**src/rtl/seq_edge_8b_pos_detect_pkg.sv**
```systemverilog
// Shared constants and helpers for the per-bit rising-edge detector.
package seq_edge_8b_pos_detect_pkg;

  localparam int DEFAULT_WIDTH = 8;

  // Bits that are 1 now and were 0 one sample earlier.
  function automatic logic [DEFAULT_WIDTH-1:0] rise_mask(
    input logic [DEFAULT_WIDTH-1:0] cur,
    input logic [DEFAULT_WIDTH-1:0] prev
  );
    return cur & ~prev;
  endfunction

endpackage

```
**src/rtl/seq_edge_8b_pos_detect_dff_rst.sv**
```systemverilog
// Parameterised-width D flip-flop with synchronous active-high reset to zero.
module dff_rst
  import seq_edge_8b_pos_detect_pkg::*;
#(
  parameter int WIDTH = DEFAULT_WIDTH
) (
  input  logic             clk,
  input  logic             reset,
  input  logic [WIDTH-1:0] d,
  output logic [WIDTH-1:0] q
);

  // NOTE: non-blocking assignment, so every register samples pre-edge values.
  // NOTE: reset is sampled on the clock edge and clears the whole register.
  always_ff @(posedge clk) begin
    if (reset) begin
      q <= '0;
    end else begin
      q <= d;
    end
  end

endmodule

```
**src/rtl/seq_edge_8b_pos_detect.sv**
```systemverilog
// Per-bit 0->1 edge detector: out[i] pulses for one cycle after in_[i] rises.
module seq_edge_8b_pos_detect
  import seq_edge_8b_pos_detect_pkg::*;
#(
  parameter int WIDTH = DEFAULT_WIDTH
) (
  input  logic             clk,
  input  logic             reset,
  input  logic [WIDTH-1:0] in_,
  output logic [WIDTH-1:0] out
);

  logic [WIDTH-1:0] prev_q;
  logic [WIDTH-1:0] rise;

  dff_rst #(.WIDTH(WIDTH)) u_prev (
    .clk   (clk),
    .reset (reset),
    .d     (in_),
    .q     (prev_q)
  );

  // Registered output keeps in_ off any combinational path to out.
  assign rise = in_ & ~prev_q;

  dff_rst #(.WIDTH(WIDTH)) u_out (
    .clk   (clk),
    .reset (reset),
    .d     (rise),
    .q     (out)
  );

endmodule

```
**config.mk**
```make
export PLATFORM = sky130hd
export DESIGN_NAME = seq_edge_8b_pos_detect
export DESIGN_NICKNAME = d
export VERILOG_FILES = /design/src/rtl/seq_edge_8b_pos_detect_pkg.sv /design/src/rtl/seq_edge_8b_pos_detect_dff_rst.sv /design/src/rtl/seq_edge_8b_pos_detect.sv
export SDC_FILE = /design/constraint.sdc
export NUM_CORES = 1
export LEC_CHECK = 0
export ABC_AREA = 0
export CAP_MARGIN = 20
export CORE_MARGIN = 10
export CORE_UTILIZATION = 40
export DETAILED_ROUTE_END_ITERATION = 10
export PLACE_DENSITY = 0.72
export SLEW_MARGIN = 10
export SYNTH_ARGS = -nofsm -noshare
export SYNTH_HDL_FRONTEND = slang
export SYNTH_HIERARCHICAL = 1
export SYNTH_SLANG_ARGS = --single-unit
```
**constraint.sdc**
```tcl
create_clock -name clk -period 0.8 [get_ports clk]
set_input_delay 0.08 -clock clk [delete_from_list [all_inputs] [get_ports clk]]
set_output_delay 0.08 -clock clk [all_outputs]
set_load 0.05 [all_outputs]
```
### After elaboration in Yosys (flattened, before gate mapping)

Index checks and enable logic that the tools add are counted.

| word-level totals | value |
|---|---|
| RAM bits | 0 |
| logic and storage cells | 4 |
| bits of input ports | 10 |
| bits in latches | 0 |
| memories | 0 |
| output and inout port bits | 8 |
| bits in read-only memories | 0 |
| flip-flop bits (word level) | 16 |

| operators by class | value |
|---|---|
| div/mod/pow operators | 0 |
| $add $sub $neg | 0 |
| shift operators | 0 |
| order comparisons | 0 |
| bitwise gates (word level) | 2 |
| multiply operators | 0 |
| equal/unequal tests | 0 |
| mux-type cells | 0 |
| reductions and logical operators | 0 |

Operators by type and width:

| operator | number |
|---|---|
| AND 8 bit | 1 |
| NOT 8 bit | 1 |

### Longest topological paths before layout

| depth | value |
|---|---|
| depth in word-level cells | 2 |
| depth in mapped cells | 2 |
| depth with buffers taken out | 2 |

### Cells and area by module

Netlist, hierarchy kept.

Modules (own cells, without submodules):

| module | instances | area an instance (µm²) | cells each |
|---|---|---|---|
| dff_rst | 2 | 210.2 | 16 |
| seq_edge_8b_pos_detect | 1 | 110.1 | 8 |

### Worst setup path before layout

OpenSTA, ideal clock, no wires.

| path | value |
|---|---|
| kind | register to output |
| start point | register u_out.q[0] |
| end point | output out[0] |
| cell stages (with the launch flop) | 1 |
| required time | 720 ps |
| arrival | 587 ps |
| setup slack | 133 ps |
| cells stage by stage | dfxtp_1 |

RTL lines:

| what | line | RTL |
|---|---|---|
| start: declaration | seq_edge_8b_pos_detect_dff_rst.sv:10 | `output logic [WIDTH-1:0] q` |
| start signal: assignment | seq_edge_8b_pos_detect_dff_rst.sv:17 | `q <= '0;` |
| start signal: assignment | seq_edge_8b_pos_detect_dff_rst.sv:19 | `q <= d;` |
| end: declaration | seq_edge_8b_pos_detect.sv:10 | `output logic [WIDTH-1:0] out` |

No word-level cell between the ends.

### Worst setup path in the final report

| path | value |
|---|---|
| start point | register u_out.q[6] |
| end point | output out[6] |

No word-level cell between the ends.

==> reports/results.tsv <==
stage	metric	value	unit
yosys	Cell variety after synth	3	
setup_path	Critical Path RT	720	ps
yosys	Cells after Synth	40	
yosys	proportion of synthesized area in mux cells	0	
clock_tree	clock buffer depth	2	
global_routing	pin count of the biggest net entering global routing	17	
power	power per cell area	1865	nW/um^2
power	static leakage	0.0003609	uW
setup_path	Critical path buffers and inverters	1	
clock_tree	CTS tree	yes	
yosys	main combinational cell family by area after synthesis	simple AND/OR/NAND/NOR gates	
yosys	syn nets	50	
die	Initial Utilization	0.4181	
die	row count	13	
sta	Pins Over Slew Limit	0	
power	NetSw	386.8	uW
sta	Min Clock Period, post-route	845.4	ps
sta	Setup violations, final	8	
finish	register area	330.3	um^2
yosys	Synth area leaders	dfxtp_1, nor2b_4, nor2b_1	
die	Die W	56.42	um
power	Pint	1202	uW
yosys	top cell type by total area after synthesis	dfxtp_1	
placement	buffers added on ports	17	
detailed_routing	drt drc	0	
power	combinational fraction of design power	0.192	
finish	share of cells above drive strength 1	0.4590	
clock_tree	Post-CTS Setup Bufs	0	
yosys	YS warnings	6	
detailed_routing	DR WL/cell	13.14	um
finish	Multi-input gate area	210.2	um^2
yosys	Post-Synth XOR/XNOR Area	0	
clock_tree	CTS clk-pin slew, worst paths	80	ps
setup_path	critical path capture point type	output port	
yosys	Synth async-reset ratio	0	
yosys	sequential share of the synthesized area	0.6038	
status	failing checks	setup timing	
yosys	Cell Area, Synth	530.5	um^2
sta	Slew @ Worst Pin	126.9	ps
setup_path	CP Class	flip-flop to output port	
clock_tree	Worst-Skew Late Latency	280	ps
detailed_routing	DRT Pass-1 Iters	1	
placement	DPL Wire Length	731.6	um
placement	dpl ws	-112.6	ps
yosys	top cells by count, synth	dfxtp_1, nor2b_1, nor2b_4	
yosys	Yosys reg bits	16	
setup_path	delay-heaviest family, CP	flip-flops	
status	status	finished with violations	
power	sequential fraction of design power	0.552	
setup_path	slowest CP cell	dfxtp_2	
sta	Clock Skews	0.8797	ps
detailed_routing	DR vias/cell	4.211	
setup_path	max incr delay on CP	350	ps
setup_path	RR Startpoint	u_prev/q[0]	
global_routing	initial antenna violation count	0	
yosys	top_reg_cell synth	dfxtp_1	
yosys	compound-gate portion of the synthesized area	0	
die	height of the die	56.42	um
detailed_routing	DR vias	320	
placement	routability cong.	0.6171	
sta	Fin. Hold Viols	0	
sta	final worst-path cycle share	1.057	
run	max_cap viols	0	
finish	synth-to-layout area growth	60.61	%
finish	Antenna Cells	0	
detailed_routing	WL final	999	um
global_routing	global-route wire length before repair	1.628	mm
sta	Max Clock Freq	1183	MHz
yosys	area share of fa/ha/maj cells after synthesis	0	
detailed_routing	Routed Antenna Nets	0	
power	clock network power share	0.256	
sta	final worst setup slack	-45.35	ps
finish	Design Area, Final	852.1	um^2
global_routing	Overflow after GRT	0	
hold_path	hold path startpoint	in_[7]	
global_routing	vias in the first global route	331	
clock_tree	Inserted Clock Buffers	3	
setup_path	crit path from	u_out/q[6]	
setup_path	worst-path maximum fanout	1	
clock_tree	root buffer cell	clkbuf_4	
yosys	top cell type's share of synthesized area	0.6038	
detailed_routing	DR iter-0 viols	0	
yosys	Post-synth EDFFs	0	
finish	fill count	106	
power	switching portion of total power	0.2434	
clock_tree	H-tree lvl count	1	
hold_path	HP Class	input pin to flip-flop	
yosys	Syn Area/Cell	13.26	um^2
setup_path	startpoint types	flip-flop	
placement	Post-DP Area	819.5	um^2
sta	RSZ-0062 raised after global routing	true	
setup_path	Critical Path AT	770	ps
die	Total Die Area	3183	um^2
die	# IOs	18	
global_routing	total global routing track utilization	0.06816	
sta	max_slew headroom	0.9151	
finish	Final Net Count	73	
die	Core Area	1269	um^2
power	peak supply drop	1.171	mV
yosys	post-synthesis simple-gate area fraction	0.3962	
setup_path	crit path cell chain	buf_12	
clock_tree	CTS sink cnt	16	
-- cell families (layout without fill, tap and decap cells) --
group	after synthesis	in the layout
buffers and inverters	0	21
DFF	16	16
and+or+nand+nor	24	24
-- timing repair --
item,4_1_cts,5_1_grt
resized for setup,8,0
endpoints found under the hold margin,0,0
hold buffers,0,0
setup endpoints to repair,8,8
-- cell usage in the layout, fill, tap and decap left out --
master,netlist,routed
nor2b_1,16,16
clkdlybuf4s50_1,0,9
buf_12,0,9
clkbuf_4,0,3
nor2b_4,8,8
dfxtp_1,16,8
dfxtp_2,0,8
-- registers in the layout, indices dropped and copies added (netlist names) --
name,cells
u_prev/q,8
u_out/q,8
-- per-layer routing --
metal / track usage / vias to the layer above / share of wire
met3: 0.03596 / 4 / 0.073
met2: 0.09561 / 16 / 0.45
met5: 0 / - / 0
met1: 0.07500 / 136 / 0.45
li1: - / 164 / -
met4: 0.05155 / 0 / 0.031
-- final cells by class --
type / instances / share of cell area
flip-flops and latches: 16 / 0.3877
clock buffers: 3 / 0.02643
well taps: 15 / 0.02203
multi-input cells: 24 / 0.2467
repair buffers: 18 / 0.3172
-- stage by stage --
| stage | hold WS (ps) | setup TNS, ps | util | power (uW) | cells |
|---|---|---|---|---|---|
| after CTS | 375.4 | -384.4 | 0.6716 | 1608 | 76 |
| after detailed placement | 528.1 | -1645 | 0.6460 | 1198 | 73 |
| after floorplan | 151.6 | 0 | - | 1020 | 40 |
| final | 380.6 | -303.6 | 0.6716 | 1589 | 76 |
| after global routing | 386.3 | -510.8 | 0.6716 | 1645 | 76 |
| after global placement | 528.8 | -1528 | 0.6460 | 1193 | 73 |
-- power by group through the flow --
stage / clock network [uW] / registers, uW / logic (uW)
after floorplan: 0 / 954 / 65.5
after CTS: 421 / 878 / 309
after global placement: 0 / 891 / 302
after detailed placement: 0 / 892 / 306
after global routing: 443 / 882 / 320
final: 407 / 877 / 305
-- path summary, 6_finish.rpt --
path,to,slack [ps],depth (start not counted)
setup reg to reg,u_out/q[0],160,2
hold reg to reg,u_out/q[5],540,2
hold / removal,u_prev/q[7],380,2
setup / recovery,out[6],-50,1
No activity file was read; power rests on OpenSTA's default activity.
==> variant 1: new RTL, same settings <==
The package constant `DEFAULT_WIDTH` goes from 8 to 10.
--- a/src/rtl/seq_edge_8b_pos_detect_pkg.sv
+++ b/src/rtl/seq_edge_8b_pos_detect_pkg.sv
@@ -1,7 +1,7 @@
 // Shared constants and helpers for the per-bit rising-edge detector.
 package seq_edge_8b_pos_detect_pkg;
 
-  localparam int DEFAULT_WIDTH = 8;
+  localparam int DEFAULT_WIDTH = 10;
 
   // Bits that are 1 now and were 0 one sample earlier.
   function automatic logic [DEFAULT_WIDTH-1:0] rise_mask(
Ports: changed (resized in_ and out); port bits go from 18 to 22. The function was not compared with the original's and may differ.
==> variant 1 against the unedited design <==
  * The run still ends with negative setup slack left
  * Hold slack worse by 0.0014 ns
  * Synthesized area up 25%
  * Wire length up 12%
  * Cell area up 25%
  * Highest routed layer unchanged
  * Sequential cell count up 4
  * Setup slack worse by 0.0085 ns
  * Total power up 27%
  * Critical endpoint is now out[8]
  * Global-route usage down 0.33 points
==> variant 1: results (changes against the unedited design) <==
| Metric | Value |
|---|---|
| Number of cells in the finished layout apart from fillers | 92 (+21%) |
| Critical Path Start | u_out/q[8] |
| CTS clock-pin slew for the worst setup and hold paths | 0.10 ns (+0.02 ns) |
| Critical path capture point | out[8] |
| Class of the worst hold path | in -> reg |
| Count of input and output buffers | 21 (+4) |
| Run status | finished with violations |
| Pin count of the biggest net entering global routing | 21 (+4) |
| Most used standard cells in the synthesized netlist | 20 x sky130_fd_sc_hd__dfxtp_1, 20 x sky130_fd_sc_hd__nor2b_1, 10 x sky130_fd_sc_hd__nor2b_4 |
| Via count | 388 (+21%) |
| Launching point of the worst reg2reg path | u_prev/q[1] |
| Biggest registers after layout | u_out/q (10), u_prev/q (10) |
| Final number of setup-violating endpoints | 10 (+2) |
| Final WL | 1119 um (+12%) |
| Clk_skew | 0.0006027 ns (-0.0002770 ns) |
| Vias in the first global route | 350 (+5.7%) |
| Worst VDD drop | 1.220 mV (+4.3%) |
| Synthesized Nets | 62 (+24%) |
| Reg-to-reg endpoint | u_out/q[1] |
| Cell total after placement | 88 (+21%) |
| Average size of a mapped cell | 13.26 um^2 (about the same) |
| Global-route wire length before repair | 1780 um (+9.3%) |
| DP Wirelength | 846.4 um (+16%) |
| Fill count | 110 (+3.8%) |
| Main synth FF type | sky130_fd_sc_hd__dfxtp_1 |
| Final worst setup slack | -0.05384 ns (-0.008487 ns) |
| P_leak | 0.0004515 uW (+25%) |
| Violations in the final reports | negative setup slack |
| Post-placement worst setup slack | -0.1132 ns (-0.0005640 ns) |
| Fraction of layout instances using a drive strength above 1 | 46.05% (+0.15 points) |
| GRT Resource Usage Total | 6.491% (-0.33 points) |
| Clock latency of the later-clocked register in the worst-skew pair | 0.28 ns (about the same) |
| Net count reported at finish | 89 (+22%) |
| Placer Congestion | 0.6741 (+9.2%) |
## variant 1: worst reg2reg max path: stages, from the launching register on
cell and delay (ns):
sky130_fd_sc_hd__dfxtp_1 0.37, sky130_fd_sc_hd__nor2b_4 0.04, sky130_fd_sc_hd__nor2b_1 0.12
## variant 1: cells by family (layout without fill, tap and decap cells)
group / Yosys count / after routing / synth area share [%]
buffers and inverters: 0 / 26 / 0
AND/OR/NAND/NOR: 30 / 30 / 39.62
flip-flops: 20 / 20 / 60.38
## variant 1: cell type report
class	instances	area share, %
timing repair buffer	22	31.10
multi-input combinational	30	24.73
clock buffer	4	3.416
sequential	20	38.87
tap	16	1.885
## variant 1: worst min-delay path by stage
stage | depth (start not counted) | slack (ns) | end | start
floorplan | 1 | 0.15 | u_out/q[0] | reset
global placement | 1 | 0.53 | out[8] | u_out/q[8]
detailed placement | 1 | 0.53 | out[0] | u_out/q[0]
CTS | 2 | 0.37 | u_prev/q[7] | in_[7]
global route | 2 | 0.36 | u_prev/q[4] | in_[4]
finish | 2 | 0.38 | u_prev/q[7] | in_[7]
## variant 1: metal layers
layer,GRT usage (%),vias up,part of all wire (%)
li1,-,204,-
met1,7.083,170,39
met2,10.04,12,50
met3,1.879,2,7.9
met4,5.643,0,2.4
met5,0,-,0
## variant 1: stage by stage
step                area [um^2]  TNS (ns)
floorplan                 663.1         0
global placement           1013    -2.045
detailed placement         1013    -2.151
CTS                        1062   -0.6296
global route               1062   -0.9114
finish                     1062   -0.4883
## variant 1: timing repair
action | CTS | global route
hold endpoints to repair | 0 | 0
endpoints found under the setup margin | 10 | 10
gates resized for setup | 10 | 0
## variant 1: power groups by stage
stage	clock network, uW	registers (uW)	logic [uW]
finish	552	1100	374
global route	629	1100	394
CTS	576	1100	379
detailed placement	0	1120	375
global placement	0	1110	372
floorplan	0	1190	81.8
==> variant 2: new RTL, same flow settings <==
Made on the original files. Register the output `out`, without a reset; this adds one clock of latency there. Comments in the files are not updated.
--- a/src/rtl/seq_edge_8b_pos_detect.sv
+++ b/src/rtl/seq_edge_8b_pos_detect.sv
@@ -9,6 +9,8 @@
   input  logic [WIDTH-1:0] in_,
   output logic [WIDTH-1:0] out
 );
+
+  logic [WIDTH-1:0] out_d;
 
   logic [WIDTH-1:0] prev_q;
   logic [WIDTH-1:0] rise;
@@ -27,8 +29,12 @@
     .clk   (clk),
     .reset (reset),
     .d     (rise),
-    .q     (out)
+    .q     (out_d)
   );
+
+  always_ff @(posedge clk) begin
+      out <= out_d;
+  end
 
 endmodule
 
Function: changed (Yosys sat finds a counterexample within 4 cycles, from zero or initial values and one cycle with reset high).
==> variant 2 against the unedited design <==
  * The run still ends with negative setup slack left
  * Sequential share of layout area increased by 9.0 points
  * Total power increased by 39%
  * Cell count increased by 13%
  * Synthesized area increased by 30%
  * Non-clock buffer count unchanged
  * Cell area increased by 21%
  * Wire length increased by 8.0%
  * Setup slack got worse by 0.030 ns
  * Sequential cell count increased by 8
  * Largest power group unchanged
  * Highest routed layer unchanged
==> variant 2: results (changes against the unedited design) <==
| Metric | Value |
|---|---|
| Run status | finished with violations |
| Violations in the final reports | negative setup slack |
| Vias in the first global route | 366 (+11%) |
| Final worst setup slack | -0.07491 ns (-0.02955 ns) |
| Net switching share of the total power | 21.80% (-2.5 points) |
| Reg-to-reg endpoint | u_out/q[7] |
| Critical path arrival | 0.79 ns (+0.02 ns) |
| Class of the worst hold path | reg -> reg |
| Synthesized Nets | 58 (+16%) |
| Stage delay of the slowest cell on the critical path | 0.36 ns |
| Biggest registers after layout | out (8), u_out/q (8), u_prev/q (8) |
| Global-route met2 utilization | 8.785% (-0.78 points) |
| Final WL | 1079 um (+8.0%) |
| DR WL met3 | 51 um (-30%) |
| Met2 routed wirelength | 485 um (+8.5%) |
| Most used standard cells in the synthesized netlist | 24 x sky130_fd_sc_hd__dfxtp_1, 16 x sky130_fd_sc_hd__nor2b_1, 8 x sky130_fd_sc_hd__nor2b_4 |
| Net count reported at finish | 81 (+11%) |
| Cell total after placement | 82 (+12%) |
| Antenna violations before repair | 0 (unchanged) |
| Routed wirelength normalized by instance count | 12.55 um (-4.6%) |
| Global routing usage on met3 | 2.058% (-1.5 points) |
| Final number of setup-violating endpoints | 8 (unchanged) |
| Deepest level of the CTS H-tree | 1 (unchanged) |
| Global-route wire length before repair | 1656 um (+1.7%) |
| Met1 Track Usage GR | 6.974% (-0.53 points) |
| Critical Path Start | out[6] |
| Area post-placement | 980.9 um^2 (+20%) |
| Launching point of the worst reg2reg path | u_prev/q[7] |
| Fraction of layout instances using a drive strength above 1 | 41.43% (-4.5 points) |
| Leading post-synthesis cells by cell area | sky130_fd_sc_hd__dfxtp_1 70%, sky130_fd_sc_hd__nor2b_4 16%, sky130_fd_sc_hd__nor2b_1 14% |
| Worst VDD drop | 1.286 mV (+9.9%) |
| Number of vias per cell after detailed routing | 4.360 (+3.6%) |
| Clk_skew | 0.0007162 ns (-0.0001635 ns) |
| P_leak | 0.0004343 uW (+20%) |
| Fill count | 115 (+8.5%) |
| Portion of the post-synthesis area used by sequential elements | 69.57% (+9.2 points) |
| CTS clock-pin slew for the worst setup and hold paths | 0.12 ns (+0.04 ns) |
| Total routed wire length on the met1 layer | 492 um (+10%) |
| Clock latency of the later-clocked register in the worst-skew pair | 0.30 ns (+0.02 ns) |
| Number of cells produced by synthesis | 48 (+20%) |
| Placer Congestion | 0.6556 (+6.2%) |
| Slew of the pin with the lowest slew margin | 0.1168 ns (-0.01014 ns) |
[variant 2: logic make-up (layout without fill, tap and decap cells)]
group	after synthesis	in the layout	synth area share, %
and+or+nand+nor	24	24	30.44
DFF	24	24	69.57
buffers and inverters	0	22	0
[variant 2: timing repair]
action	CTS	global route
endpoints found under the setup margin	8	8
setup buffers	0	0
gates resized for setup	8	0
[variant 2: per-stage QoR]
stage | setup slack [ns] | util, % | setup TNS [ns]
6_report | -0.07491 | 65.16 | -0.5643
2_1_floorplan | 0.1327 | - | 0
5_1_grt | -0.1211 | 65.16 | -0.9251
3_5_place_dp | -0.1038 | 62.22 | -1.562
4_1_cts | -0.09163 | 65.16 | -0.6752
3_3_place_gp | -0.09766 | 62.22 | -1.474
[variant 2: area by class of cell]
| class | count | area [um^2] | area share, % |
|---|---|---|---|
| Multi-Input combinational cell | 24 | 210.2 | 20.46 |
| Sequential cell | 24 | 490.5 | 47.75 |
| Clock buffer | 4 | 36.28 | 3.532 |
| Tap cell | 16 | 20.02 | 1.949 |
| Timing Repair Buffer | 18 | 270.3 | 26.31 |
[variant 2: worst min path at each step]
stage               start         end  slack (ns)  cells past startpoint
2_1_floorplan       reset  u_out/q[0]        0.15                      1
3_3_place_gp   u_out/q[1]      out[1]        0.31                      0
3_5_place_dp   u_out/q[7]      out[7]        0.31                      0
4_1_cts        u_out/q[3]      out[3]        0.34                      0
5_1_grt        u_out/q[1]      out[1]        0.34                      0
6_report       u_out/q[3]      out[3]        0.34                      0
[variant 2: power by group through the flow]
stage | sequential, uW | combinational (uW) | clock (uW)
4_1_cts | 1300 | 307 | 624
2_1_floorplan | 1390 | 65.5 | 0
3_3_place_gp | 1320 | 301 | 0
6_report | 1300 | 303 | 600
5_1_grt | 1310 | 317 | 689
3_5_place_dp | 1330 | 305 | 0
